$ cat src/rtl/path_seq_pkg.sv
// Shared constants for the path sequencer: FSM state encoding and MMIO map defaults.
package path_seq_pkg;

  localparam logic [1:0] ST_CAPTURE = 2'd0;
  localparam logic [1:0] ST_ISSUE   = 2'd1;
  localparam logic [1:0] ST_TRAVEL  = 2'd2;
  localparam logic [1:0] ST_FINISH  = 2'd3;

  localparam logic [31:0] PATH_ADDR_DEF = 32'h0200_0008;
  localparam logic [31:0] DONE_ADDR_DEF = 32'h0200_000C;
  localparam logic [31:0] DONE_VALUE    = 32'h0000_0001;

endpackage

$ cat src/rtl/path_sequencer_if.sv
// CPU store bus plus the node issue/arrival link to navigation. master = CPU/navigation side,
// slave = the path sequencer.
interface path_sequencer_if #(
  parameter int NODE_W = 5,
  parameter int IDX_W  = 5
);

  logic              MemWrite;
  logic [31:0]       DataAdr;
  logic [31:0]       WriteData;
  logic              node_valid;
  logic              node_ready;
  logic [NODE_W-1:0] node_id;
  logic [IDX_W-1:0]  node_idx;
  logic              arrived;

  modport master (
    output MemWrite, DataAdr, WriteData, node_ready, arrived,
    input  node_valid, node_id, node_idx
  );

  modport slave (
    input  MemWrite, DataAdr, WriteData, node_ready, arrived,
    output node_valid, node_id, node_idx
  );

endinterface

$ cat src/rtl/path_node_buffer.sv
// Path storage: MAX_NODES x NODE_W register file, one synchronous write port, one async read port.
module path_node_buffer #(
  parameter int DEPTH = 16,
  parameter int W     = 5,
  parameter int AW    = $clog2(DEPTH)
) (
  input  logic          clk,
  input  logic          we,
  input  logic [AW-1:0] waddr,
  input  logic [W-1:0]  wdata,
  input  logic [AW-1:0] raddr,
  output logic [W-1:0]  rdata
);

  logic [W-1:0] mem [DEPTH];

  // Contents are meaningless until written, so no reset is applied.
  always_ff @(posedge clk) begin
    if (we) mem[waddr] <= wdata;
  end

  assign rdata = mem[raddr];

endmodule

$ cat src/rtl/path_sequencer.sv
// Captures a node path from CPU MMIO stores and replays it to navigation one node at a time,
// waiting for an arrival pulse before issuing the next node.
module path_sequencer
  import path_seq_pkg::*;
#(
  parameter int          MAX_NODES = 16,
  parameter int          NODE_W    = 5,
  parameter int          IDX_W     = $clog2(MAX_NODES) + 1,
  parameter logic [31:0] PATH_ADDR = PATH_ADDR_DEF,
  parameter logic [31:0] DONE_ADDR = DONE_ADDR_DEF
) (
  input  logic             clk,
  input  logic             reset_n,
  input  logic             abort,
  path_sequencer_if.slave  bus,
  output logic [IDX_W-1:0] path_len,
  output logic             busy,
  output logic             path_done,
  output logic             ovf_err,
  output logic             seq_err,
  output logic [1:0]       state_dbg
);

  localparam int AW = $clog2(MAX_NODES);

  logic [1:0]        state;
  logic [IDX_W-1:0]  count;
  logic [IDX_W-1:0]  rd_ptr;
  logic [NODE_W-1:0] rd_node;
  logic [NODE_W-1:0] wr_node;
  logic [AW-1:0]     buf_waddr;
  logic              path_wr;
  logic              done_wr;
  logic              full;
  logic              buf_we;

  assign path_wr   = bus.MemWrite && (bus.DataAdr == PATH_ADDR);
  assign done_wr   = bus.MemWrite && (bus.DataAdr == DONE_ADDR) && (bus.WriteData == DONE_VALUE);
  assign wr_node   = bus.WriteData[NODE_W-1:0];
  assign full      = (count == IDX_W'(MAX_NODES));
  // A write from FINISH starts a fresh path at slot 0.
  assign buf_we    = !abort && path_wr &&
                     (((state == ST_CAPTURE) && !full) || (state == ST_FINISH));
  assign buf_waddr = (state == ST_FINISH) ? '0 : count[AW-1:0];

  path_node_buffer #(
    .DEPTH (MAX_NODES),
    .W     (NODE_W),
    .AW    (AW)
  ) u_buf (
    .clk   (clk),
    .we    (buf_we),
    .waddr (buf_waddr),
    .wdata (wr_node),
    .raddr (rd_ptr[AW-1:0]),
    .rdata (rd_node)
  );

  always_ff @(posedge clk or negedge reset_n) begin
    if (!reset_n) begin
      state     <= ST_CAPTURE;
      count     <= '0;
      rd_ptr    <= '0;
      path_done <= 1'b0;
      ovf_err   <= 1'b0;
      seq_err   <= 1'b0;
    end else if (abort) begin
      state     <= ST_CAPTURE;
      count     <= '0;
      rd_ptr    <= '0;
      path_done <= 1'b0;
      ovf_err   <= 1'b0;
      seq_err   <= 1'b0;
    end else begin
      case (state)
        ST_CAPTURE: begin
          if (path_wr) begin
            if (full) ovf_err <= 1'b1;
            else      count   <= count + IDX_W'(1);
          end else if (done_wr && (count != '0)) begin
            rd_ptr <= '0;
            state  <= ST_ISSUE;
          end
        end
        ST_ISSUE: begin
          if (path_wr) seq_err <= 1'b1;
          if (bus.node_ready) state <= ST_TRAVEL;
        end
        ST_TRAVEL: begin
          if (path_wr) seq_err <= 1'b1;
          if (bus.arrived) begin
            if (rd_ptr == count - IDX_W'(1)) begin
              path_done <= 1'b1;
              state     <= ST_FINISH;
            end else begin
              rd_ptr <= rd_ptr + IDX_W'(1);
              state  <= ST_ISSUE;
            end
          end
        end
        default: begin
          if (path_wr) begin
            count     <= IDX_W'(1);
            path_done <= 1'b0;
            state     <= ST_CAPTURE;
          end
        end
      endcase
    end
  end

  // Issue handshake: node_valid stays high with node_id/node_idx stable until an edge where
  // node_ready is also high; that edge hands the node over. node_ready without node_valid is ignored.
  assign busy           = (state == ST_ISSUE) || (state == ST_TRAVEL);
  assign bus.node_valid = (state == ST_ISSUE);
  assign bus.node_id    = busy ? rd_node : '0;
  assign bus.node_idx   = busy ? rd_ptr  : '0;
  assign path_len       = count;
  assign state_dbg      = state;

endmodule

$ cat src/flat_wrapper.sv
// flat-port wrapper written by rule: the top's interface ports become plain ports
module path_sequencer_flat import path_seq_pkg::*;
#(
  parameter int          MAX_NODES = 16,
  parameter int          NODE_W    = 5,
  parameter int          IDX_W     = $clog2(MAX_NODES) + 1,
  parameter logic [31:0] PATH_ADDR = PATH_ADDR_DEF,
  parameter logic [31:0] DONE_ADDR = DONE_ADDR_DEF
)
  (clk, reset_n, abort, path_len, busy, path_done, ovf_err, seq_err, state_dbg, bus_MemWrite, bus_DataAdr, bus_WriteData, bus_node_ready, bus_arrived, bus_node_valid, bus_node_id, bus_node_idx);
  path_sequencer_if #(.NODE_W(NODE_W), .IDX_W(IDX_W)) bus_i ();
  input  logic clk;
  input  logic reset_n;
  input  logic abort;
  output logic [IDX_W-1:0] path_len;
  output logic busy;
  output logic path_done;
  output logic ovf_err;
  output logic seq_err;
  output logic [1:0] state_dbg;
  input wire logic [$bits(bus_i.MemWrite)-1:0] bus_MemWrite;
  input wire logic [$bits(bus_i.DataAdr)-1:0] bus_DataAdr;
  input wire logic [$bits(bus_i.WriteData)-1:0] bus_WriteData;
  input wire logic [$bits(bus_i.node_ready)-1:0] bus_node_ready;
  input wire logic [$bits(bus_i.arrived)-1:0] bus_arrived;
  output wire logic [$bits(bus_i.node_valid)-1:0] bus_node_valid;
  output wire logic [$bits(bus_i.node_id)-1:0] bus_node_id;
  output wire logic [$bits(bus_i.node_idx)-1:0] bus_node_idx;
  assign bus_i.MemWrite = bus_MemWrite;
  assign bus_i.DataAdr = bus_DataAdr;
  assign bus_i.WriteData = bus_WriteData;
  assign bus_i.node_ready = bus_node_ready;
  assign bus_i.arrived = bus_arrived;
  assign bus_node_valid = bus_i.node_valid;
  assign bus_node_id = bus_i.node_id;
  assign bus_node_idx = bus_i.node_idx;
  path_sequencer #(.MAX_NODES(MAX_NODES), .NODE_W(NODE_W), .IDX_W(IDX_W), .PATH_ADDR(PATH_ADDR), .DONE_ADDR(DONE_ADDR)) u_core (.clk(clk), .reset_n(reset_n), .abort(abort), .bus(bus_i), .path_len(path_len), .busy(busy), .path_done(path_done), .ovf_err(ovf_err), .seq_err(seq_err), .state_dbg(state_dbg));
endmodule
$ cat config.mk
export PLATFORM = sky130hd
export DESIGN_NAME = path_sequencer_flat
export DESIGN_NICKNAME = d
export VERILOG_FILES = /design/src/rtl/path_seq_pkg.sv /design/src/rtl/path_sequencer_if.sv /design/src/rtl/path_node_buffer.sv /design/src/rtl/path_sequencer.sv /design/src/flat_wrapper.sv
export SDC_FILE = /design/constraint.sdc
export NUM_CORES = 1
export LEC_CHECK = 0
export ABC_AREA = 1
export ABC_CLOCK_PERIOD_IN_PS = 2900
export BUFFER_PORTS_ARGS = -buffer_cell sky130_fd_sc_hd__buf_2
export CORE_MARGIN = 2
export CORE_UTILIZATION = 55
export DETAILED_ROUTE_END_ITERATION = 10
export PLACE_DENSITY = 0.79
export REMOVE_ABC_BUFFERS = 1
export SLEW_MARGIN = 20
export SYNTH_ARGS = -nofsm -noshare
export SYNTH_HDL_FRONTEND = slang
export SYNTH_HIERARCHICAL = 1
export SYNTH_SLANG_ARGS = --single-unit
$ cat constraint.sdc
create_clock -name clk -period 2.9 [get_ports clk]
set_clock_uncertainty 0.05 [all_clocks]
set_input_delay 0.29 -clock clk [delete_from_list [all_inputs] [get_ports clk]]
set_output_delay 0.29 -clock clk [all_outputs]
set_load 0.05 [all_outputs]
### Word level (Yosys, flattened, before mapping)

Memories as Yosys holds them, arrays and structs flattened.
Index checks and enable logic that the tools add are counted.

* flip-flop bits (word level): 15
* bits in writable memories: 80
* bits of input ports: 70
* memories kept: 1

* add/subtract/negate cells: 3
* eq/ne operators: 17
* multiplexer cells: 36
* reduce and logical (&&, ||, !) cells: 28

Memories
* u_core.u_buf.mem: words 16, bits a word 5, read ports 1, clocked after Yosys merged registers in 0, wr ports 1, line path_node_buffer.sv:15 `logic [W-1:0] mem [DEPTH];`

Operators with widths (count)
* 32-bit by 26-bit == test with 1-bit output, second input constant: 2
* 5-bit 2-to-1 mux: 11
* 32-bit by 1-bit == test with 1-bit output, second input constant: 1
* 5-bit one-hot mux with 2 select lines: 2
* 3-bit inequality test, second input constant: 6
* 2-bit 2-to-1 mux: 7
* 1-bit 2-to-1 mux: 13
* 5-bit by 1-bit adder with 5-bit output, second input constant: 2
* 5-bit AND reduction: 2
* 5-bit nonzero test: 2
* 2-bit nonzero test: 4
* 1-bit logical AND: 7
* 2-bit one-hot mux with 3 select lines: 1
* 3-bit AND reduction: 2
* 3-bit nonzero test: 2
* 5-bit == test: 1
* 5-bit == test, second input constant: 1
* 5-bit by 1-bit subtractor with 5-bit output, second input constant: 1
* 2-bit == test, second input constant: 2
* 4-bit 2-to-1 mux: 1
* 2-bit by 1-bit inequality test with 1-bit output, second input constant: 2
* 4-bit AND reduction: 1
* 2-bit OR reduction: 2
* 3-bit by 2-bit inequality test with 1-bit output, second input constant: 1
* 6 further kinds: 8

### Logic depth before layout (Yosys ltp)

* word-level depth: 8
* depth in mapped cells: 13

### Cells and area by module

Netlist, hierarchy kept.

Modules (own cells, without submodules)
* path_node_buffer: instances 1, cells each 350, area each 3633.5 µm², seq. area each 2402.3 µm²
* path_sequencer: instances 1, cells each 254, area each 1515.2 µm², seq. area each 375.4 µm²

### Worst setup path after synthesis

Ideal clock, no wire load.

* path type: register to output
* start: register u_core.state[0] (netlist: u_core/state_dbg[0])
* end: output port bus_node_id[0]
* arrival time: 2181 ps
* data required time: 2560 ps
* path slack: 379 ps
* stages on the path, launching flop included: 6
* path buffers: 1
* cells stage by stage: dfrtp_1 -> inv_1 -> ha_1 -> clkbuf_1 -> nand2_1 -> inv_1

* longest elaborated chain between the ends: 3

Ends and longest elaborated chain
* from (decl): line path_sequencer.sv:26 `logic [1:0] state;`
* from (signal assigned): line path_sequencer.sv:61 `state <= ST_CAPTURE;`
* from (signal assigned): line path_sequencer.sv:68 `state <= ST_CAPTURE;`
* from (signal assigned): line path_sequencer.sv:82 `state <= ST_ISSUE;`
* 2-bit by 1-bit == test with 1-bit output or 2-bit == test (tied branches): line path_sequencer.sv:114 `assign busy = (state == ST_ISSUE) || (state == ST_TRAVEL);`
* 1-bit logical OR *: line path_sequencer.sv:114
* via busy: line flat_wrapper.sv:16 `output logic busy;`
* 5-bit 2-to-1 mux *: line path_sequencer.sv:116 `assign bus.node_id = busy ? rd_node : '0;`
* to (decl): line flat_wrapper.sv:27 `output wire logic [$bits(bus_i.node_id)-1:0] bus_node_id;`

Mark *: on every way through the listed nets, which the timed path passes. The rest lies on a longest branch.

### Worst setup path after layout

* start: register u_core.state[0] (netlist: u_core/state_dbg[0])
* end: memory u_core.u_buf.mem[7][3], enable pin

* longest elaborated chain between the ends: 6

Ends and longest elaborated chain
* 2-bit logical NOT: line path_sequencer.sv:43 `(((state == ST_CAPTURE) && !full) || (state == ST_FINISH));`
* 1-bit logical AND: line path_sequencer.sv:43
* 1-bit logical OR *: line path_sequencer.sv:43
* 1-bit logical AND *: line path_sequencer.sv:42 `assign buf_we = !abort && path_wr &&`
* via u_core.buf_we: line path_sequencer.sv:35 `logic buf_we;`
* 1-bit 2-to-1 mux *: line path_node_buffer.sv:19 `if (we) mem[waddr] <= wdata;`
* 1-bit 2-to-1 mux (not written as such) *: line path_node_buffer.sv:19
* to (decl): line path_node_buffer.sv:15

Marks and branches as above.

==> results.md <==
* Die footprint at a little over 0.01 mm2
* Commonest non-fill, non-tap cell in the layout: nand2_1
* Total Wirelength at ~12 mm
* Synth warnings at 6
* RSZ-0062 raised after global routing: no
* Final ANT Viol Nets at 0
* Gr ovfl total at 0
* Slew Viols, Final at 0
* Footprint of the multi-input gates at 0.00180 mm2
* Initial Util at 56.3%
* Total core area at 0.00915 mm2
* Largest net degree at the start of global routing at between 40 and 50
* Die Width at 101 um
* Syn Area/Cell at 8.52 um2
* Cells after synthesis at between 600 and 700
* Slew margin rel. at a little over three fifths
* Share of cells above drive strength 1 at 24.6%
* Final period util at 93.2%
* Number of remaining DRC errors at 0
* I/O Buffers at slightly above 90
* R2r setup slk at slightly below 200 ps
* Initial antenna violation count at 0
* Post-placement cell area at about 0.0056 mm2
* CTS Root Cell: clkbuf_8
* TNS Setup at 0 ps
* Ant. Diodes at 0
* Gr usage total at roughly a quarter
* Resize count post-CTS at 0
* Hold EP: u_core/seq_err
* Tightest Pin Transition at 560 ps
* CP arrival at about 2700 ps
* Height of the die at between 100 and 150 um
* Critical Path End Type: flop
* Seq/Total Area, Yosys at 53.9%
* PwrDens at ~650 mW/mm2
* WS Path Type: flop to flop
* RR Startpoint: u_core/state_dbg[0]
* FF+latch area at 0.00278 mm2
* CTS Sinks at 95
* Synth cell types at 30
* Setup Viol. Count Final at 0
* Clock latency on the worst-skew pair at about 360 ps
* Global-route wire length before repair at between 15 and 20 mm
* Fill cells at 731
* Hold Crit Class: input pin to flop
* IO Count at ~90
* Detailed Routing Iterations Pass 1 at 6
* Area Growth Syn to Fin at 12.6%
* Most frequent cells in the layout: nand2_1 (162), buf_2 (91), edfxtp_1 (80)
* Max IR drop VDD at a little under 300 uV
* WHS Path Cells at 2
* CTS buffer count at 9
* Hpwl dp at around 8.3 mm
* Final GP Congestion at about 0.93
* Max Cap Viol at 0
* Hold path start: abort
* Status: completed
* Critical path required time at ~2900 ps
* Min Tclk post-route at around 2700 ps
* Nets at ~770
* Endpoints failing hold at 0
* #FFs+latches synth at 95
* CTS tree: done
* Number of global-route vias before repair at about 3,800
* R2r endpoint: u_core/u_buf/mem[7][3]
* Post-route cell area at around 0.0058 mm2
* Clk pin slew, worst setup/hold paths at ~90 ps
* Worst R2R Path Depth at 8
* Leakage at 2.69 nW
* Max clock buf depth at 2
* Row count at 35
* Crit-path max FO at 7
* Vias/cell at between 5 and 6
* H-tree levels at 3
* Starting DRT DRC Count at between 300 and 400
* Vias at 4,281
* Cell area after synthesis at roughly 0.0051 mm2
* Max Fclk at about 370 MHz
* Worst setup SP type: flop
* Routed WL per cell at approximately 15 um
[synth_stat cells]
master / instances / area share [%]
nand2_1: 162 / 12
buf_6: 6 / 1.3
buf_2: 7 / 0.68
inv_8: 1 / 0.22
nor3_1: 3 / 0.29
or2_2: 3 / 0.36
nand2_2: 21 / 2.6
nand3b_1: 2 / 0.29
xor2_1: 4 / 0.68
buf_12: 2 / 0.78
o21ai_1: 4 / 0.39
and2_1: 1 / 0.12
buf_4: 4 / 0.58
inv_2: 30 / 2.2
edfxtp_1: 80 / 47
nand3_1: 79 / 7.7
inv_1: 72 / 5.2
o21ai_0: 11 / 1.1
o31ai_1: 2 / 0.29
dfrtp_1: 15 / 7.3
a21oi_1: 6 / 0.58
ha_1: 7 / 1.7
nand3_2: 1 / 0.19
clkbuf_1: 1 / 0.073
nor2_4: 2 / 0.44
nor2_1: 66 / 4.8
nor2_2: 2 / 0.24
nand4_1: 8 / 0.97
nand3_4: 1 / 0.34
a22oi_1: 1 / 0.15
[per-layer routing]
layer	vias up	global-route usage (%)	wire (um)
met3	25	3.68	802
met1	1973	32.9	5130
li1	2094	-	-
met5	-	0	0
met2	189	38.7	5600
met4	0	6.95	191
[area by class of cell]
cell class                 count  share of cell area, %
sequential                    95                   47.9
multi-input combinational    386                   31.0
timing repair buffer          96                   8.76
inverter                     103                   6.80
tap                          111                   2.39
clock buffer                  10                   2.20
clock inverter                 6                  0.906
[kinds of logic after synthesis]
logic type	after synthesis	share of synthesized area, %
AND/OR/NAND/NOR	351	30.1
buffers and inverters	123	11.1
flip-flops	95	53.9
AO/OA/AOI/OAI	24	2.48
adder cells (fa/ha/maj)	7	1.70
XOR/XNOR	4	0.680
[state kept, by name (all words and copies together), names as in the netlist]
register,count
u_core/u_buf/mem,80
u_core/path_len,5
u_core/rd_ptr,5
u_core/state_dbg,2
u_core/ovf_err,1
u_core/path_done,1
u_core/seq_err,1
[how the worst max path moves through the flow]
stage,depth (start not counted),startpoint,slack (ps),to
5_1_grt,8,u_core/state_dbg[0],40,u_core/u_buf/mem[10][3]
6_report,8,u_core/state_dbg[0],200,u_core/u_buf/mem[7][3]
4_1_cts,8,u_core/state_dbg[0],300,u_core/u_buf/mem[10][3]
3_3_place_gp,8,u_core/state_dbg[0],420,u_core/u_buf/mem[4][3]
3_5_place_dp,8,u_core/state_dbg[0],320,u_core/u_buf/mem[10][4]
2_1_floorplan,8,u_core/rd_ptr[0],440,bus_node_id[2]
[critical path, cell delays in order (launching register included)]
cell and delay (ps):
dfrtp_1 450, inv_1 150, ha_1 260, inv_1 150, nor2_1 180, a22oi_1 90
nor2_1 390, nand3b_1 240, nor2_1 410
[report_power, final]
group,total [W],switching [W],internal (W)
Sequential,0.00159,0.0000765,0.00152
Clock,0.000798,0.000471,0.000327
Combinational,0.00138,0.00101,0.000369
Total,0.00377,0.00156,0.00221
[metrics by stage]
step	instances	total power [W]	hold slack [ps]	utilization (%)	worst slack (ps)
floorplan	584	0.00257	-55.6	-	445
global placement	790	0.00294	157	61.3	417
detailed placement	790	0.00297	166	61.3	318
CTS	807	0.00375	191	63.4	301
global route	807	0.00394	209	63.4	41.4
finish	807	0.00377	207	63.4	196
[repair_timing]
action	in CTS	in global routing
hold endpoints to repair	15	0
buffers inserted	0	0
setup endpoints to repair	0	0
hold buffers	1	0
(Power assumes the default switching activity.)
